`src/rtl/router_fifo_sync.sv`:
```
// router_fifo_sync: address latch, write steering, full mux, valid-out and
// per-channel read timeout soft reset for the 1x3 router FIFOs.
// Ports:
//   clock, reset (sync, active-high)
//   detect_add, data_in[1:0]: header strobe and destination address
//   write_enb_reg: FSM write request
//   read_enb_0..2: destination read enables
//   full_0..2, empty_0..2: FIFO status flags
//   vld_out_0..2: FIFO x holds data
//   soft_reset_0..2: one-cycle timeout pulse per FIFO
//   fifo_full: full flag of the addressed FIFO
//   write_enb[2:0]: one-hot FIFO write enable
// Build option: define SYNC_SOFT_RESET_EN to include the timeout counters;
// otherwise soft_reset_0..2 are constant 0.
module router_fifo_sync #(
  parameter int TIMEOUT = 30,
  parameter int CNT_W   = 5
) (
  input  logic       clock,
  input  logic       reset,
  input  logic       detect_add,
  input  logic [1:0] data_in,
  input  logic       write_enb_reg,
  input  logic       read_enb_0,
  input  logic       read_enb_1,
  input  logic       read_enb_2,
  input  logic       full_0,
  input  logic       full_1,
  input  logic       full_2,
  input  logic       empty_0,
  input  logic       empty_1,
  input  logic       empty_2,
  output logic       vld_out_0,
  output logic       vld_out_1,
  output logic       vld_out_2,
  output logic       soft_reset_0,
  output logic       soft_reset_1,
  output logic       soft_reset_2,
  output logic       fifo_full,
  output logic [2:0] write_enb
);

  logic [1:0] addr;
  logic [2:0] sel;

  always_ff @(posedge clock) begin
    if (reset) begin
      addr <= 2'b00;
    end else if (detect_add) begin
      addr <= data_in;
    end
  end

  always_comb begin
    sel       = 3'b000;
    fifo_full = 1'b0;
    unique case (addr)
      2'b00: begin
        sel       = 3'b001;
        fifo_full = full_0;
      end
      2'b01: begin
        sel       = 3'b010;
        fifo_full = full_1;
      end
      2'b10: begin
        sel       = 3'b100;
        fifo_full = full_2;
      end
      default: begin
        sel       = 3'b000;
        fifo_full = 1'b0;
      end
    endcase
  end

  assign write_enb = write_enb_reg ? sel : 3'b000;

  assign vld_out_0 = ~empty_0;
  assign vld_out_1 = ~empty_1;
  assign vld_out_2 = ~empty_2;

`ifdef SYNC_SOFT_RESET_EN
  logic [2:0]       vld;
  logic [2:0]       rd;
  logic [2:0]       sr;
  logic [CNT_W-1:0] cnt [3];

  assign vld = {vld_out_2, vld_out_1, vld_out_0};
  assign rd  = {read_enb_2, read_enb_1, read_enb_0};

  for (genvar i = 0; i < 3; i++) begin : g_to
    // Counts consecutive stalled cycles; wraps to 0 on the pulse so a
    // continuous stall re-pulses every TIMEOUT cycles.
    always_ff @(posedge clock) begin
      if (reset) begin
        cnt[i] <= '0;
        sr[i]  <= 1'b0;
      end else if (!vld[i] || rd[i]) begin
        cnt[i] <= '0;
        sr[i]  <= 1'b0;
      end else if (cnt[i] == CNT_W'(TIMEOUT - 1)) begin
        cnt[i] <= '0;
        sr[i]  <= 1'b1;
      end else begin
        cnt[i] <= cnt[i] + 1'b1;
        sr[i]  <= 1'b0;
      end
    end
  end

  assign soft_reset_0 = sr[0];
  assign soft_reset_1 = sr[1];
  assign soft_reset_2 = sr[2];
`else
  logic unused_rd;
  assign unused_rd = ^{read_enb_0, read_enb_1, read_enb_2};

  assign soft_reset_0 = 1'b0;
  assign soft_reset_1 = 1'b0;
  assign soft_reset_2 = 1'b0;
`endif

endmodule

```
`config.mk`:
```
export PLATFORM = sky130hd
export DESIGN_NAME = router_fifo_sync
export DESIGN_NICKNAME = d
export VERILOG_FILES = /design/src/rtl/router_fifo_sync.sv
export SDC_FILE = /design/constraint.sdc
export NUM_CORES = 1
export LEC_CHECK = 0
export CAP_MARGIN = 5
export CORE_AREA = 5 5 42 44
export DETAILED_ROUTE_END_ITERATION = 8
export DIE_AREA = 0 0 47 49
export DONT_BUFFER_PORTS = 1
export GPL_ROUTABILITY_DRIVEN = 0
export PLACE_DENSITY = 0.3
export SYNTH_ARGS = -nofsm -noshare
export SYNTH_HDL_FRONTEND = slang
export SYNTH_SLANG_ARGS = --single-unit
```
`constraint.sdc`:
```
create_clock -name clock -period 1.05 [get_ports clock]
set_clock_uncertainty 0.05 [all_clocks]
set_input_delay 0.105 -clock clock [delete_from_list [all_inputs] [get_ports clock]]
set_output_delay 0.105 -clock clock [all_outputs]
set_load 0.1 [all_outputs]
```
==> reports/metrics.csv <==
stage,metric,value,unit
status,status,"complete, but fails checks",
status,violations,setup timing,
critical_path,crit_type,flop to output port,
timing,setup_viol,4,
placement,portBuffers,0,
power_and_ir_drop,ir_drop,446.2,uV
critical_path,worstPathRequired,0.89,ns
cts,cts_buffers,3,
cells_and_area,regMostFlops,addr,
global_route,gr-total-overflow,0,
yosys,ys_types,10,
detailed_routing,drc,0,
global_route,grt_antenna_before_repair,0,
cts,cts.path.max_buffers,2,
placement,dp_slack,-0.05157,ns
power_and_ir_drop,power_density,1435,nW/um2
detailed_routing,viasPerCell,3.510,
timing,fin_ws,-0.2151,ns
floorplan,core_area,1401,um2
placement,dp_hpwl,406.9,um
cells_and_area,syn2layout_area_growth,140.3,%
timing,hold_violations,0,
cts,cts_tree,built,
hold_path,hp-class,input pin to output port,
cells_and_area,nets,50,
floorplan,die_height,49,um
cells_and_area,diodes,0,
power_and_ir_drop,fin_total_pwr,535.1,uW
cells_and_area,reg_top3,addr x2,
critical_path,crit_path_end_kind,output port,
yosys,synth_area,155.1,um2
cells_and_area,largest_register_ffs,2,
critical_path,arrival,1.11,ns
global_route,grt_pass1_vias,175,
cts,clk_pin_slew_worst_paths,0.03,ns
critical_path,cp_slowest_stage_delay,0.36,ns
critical_path,path_cells,mux2i_4 > o21ai_4 > buf_12,
detailed_routing,wl_per_cell,10.10,um
cells_and_area,drive_gt1_share,54.55,%
floorplan,rows,14,
power_and_ir_drop,p_leak,0.1715,nW
global_route,grt_max_degree,7,
cts,cts_sinks,2,
timing,rsz0062_at_grt,yes,
yosys,synth_seq_cells,2,
global_route,gr-usage-met1,2.838,%
timing,fmax,790.4,MHz
critical_path,cp-start-kind,flop,
global_route,grt_util_met2,7.466,%
critical_path,critical-path-slowest-cell,dfxtp_4,
yosys,synthCells,19,
cts,h-tree-depth,1,
global_route,grt_use_met3,2.583,%
job,drv_cap,0,
timing,finalMaxSlewViolations,0,
floorplan,die-width,47,um
global_route,track_usage,4.357,%
detailed_routing,drtIter0Drc,0,
timing,hold_ws,0.3965,ns
cts,cts-root-buf,clkbuf_4,
cts,clk_latency,0.22,ns
global_route,grt-busiest-layer,met2,
detailed_routing,route.final.wire_length,495,um
timing,finalCritPeriodShare,120.5,%
detailed_routing,vias,172,
yosys,yosysSeqAreaShare,25.81,%
detailed_routing,antenna_left,0,
global_route,grt_pass1_wl,669,um
floorplan,start_util,11.07,%
floorplan,die-area,2303,um2
yosys,ys_warn_count,0,
critical_path,cp_max_fo,6,
timing,fin_crit,1.265,ns
detailed_routing,first_pass_iters,1,
floorplan,io_pins,25,
cells_and_area,final_cell_mix,"dlygate4sd3_1, buf_4, buf_12",
cells_and_area,final_util,26.61,%
yosys,avgSynthCellArea,8.166,um2
==> cell type report <==
class,count,area (um2)
clock buffer,3,22.52
inverter,3,11.26
tap,16,20.02
sequential,2,45.04
fill,162,1028
timing repair buffer,12,150.1
multi-input combinational,13,123.9
==> power breakdown <==
group | switching, mW | internal (mW)
sequential | 0.0117 | 0.0810
clock | 0.0407 | 0.126
combinational | 0.192 | 0.0834
==> critical path, delay by kind of cell, from the launching register on <==
family / cells / cell delay (ns)
AOI/OAI and AO/OA: 1 / 0.14
buffers and inverters: 1 / 0.19
DFF: 1 / 0.36
muxes: 1 / 0.19
==> Yosys cell counts, drive strengths merged <==
library cell / n / area share (%)
buf: 3 / 15
inv: 3 / 7.3
mux2i: 3 / 19
and3b: 2 / 13
dfxtp: 2 / 26
nor2: 2 / 4.8
conb: 1 / 2.4
nand3b: 1 / 4.8
nor3b: 1 / 4.8
o21ai: 1 / 3.2
==> metrics by stage <==
stage,cells,TNS (ns),area (um2)
floorplan,21,-0.4542,187.7
global route,49,-0.7843,372.9
global placement,42,-0.03063,295.3
detailed placement,42,-0.05157,295.3
finish,49,-0.6300,372.9
CTS,49,-0.7179,372.9
==> routing by layer <==
metal  vias up  wire length (um)
met4         0                 0
met2        15               261
met5         -                 0
li1         84                 -
met3         0               102
met1        73               132
==> final timing paths <==
kind | start | end | slack (ns) | cells past startpoint
worst max-delay path | addr[1]$_SDFFE_PP0P_ | fifo_full | -0.22 | 3
worst min-delay path | empty_0 | vld_out_0 | 0.40 | 2
worst min register to register | addr[0]$_SDFFE_PP0P_ | addr[0]$_SDFFE_PP0P_ | 0.54 | 2
worst max register to register | addr[1]$_SDFFE_PP0P_ | addr[1]$_SDFFE_PP0P_ | 0.20 | 3
==> repair_timing <==
| action | CTS | global route |
|---|---|---|
| setup endpoints to repair | 4 | 4 |
| gates resized for setup | 3 | 0 |
| pin swaps | 1 | 0 |
| hold endpoints to repair | 2 | 0 |
| buffers inserted | 0 | 0 |
| hold buffers | 4 | 0 |
==> cells by family after synthesis <==
family / synth area share (%)
simple gates: 27.43
buf+inv: 21.77
mux: 19.36
flops: 25.81
compound gates: 3.223
other cells: 2.417
Note: power is estimated with default switching activity, not from simulation.
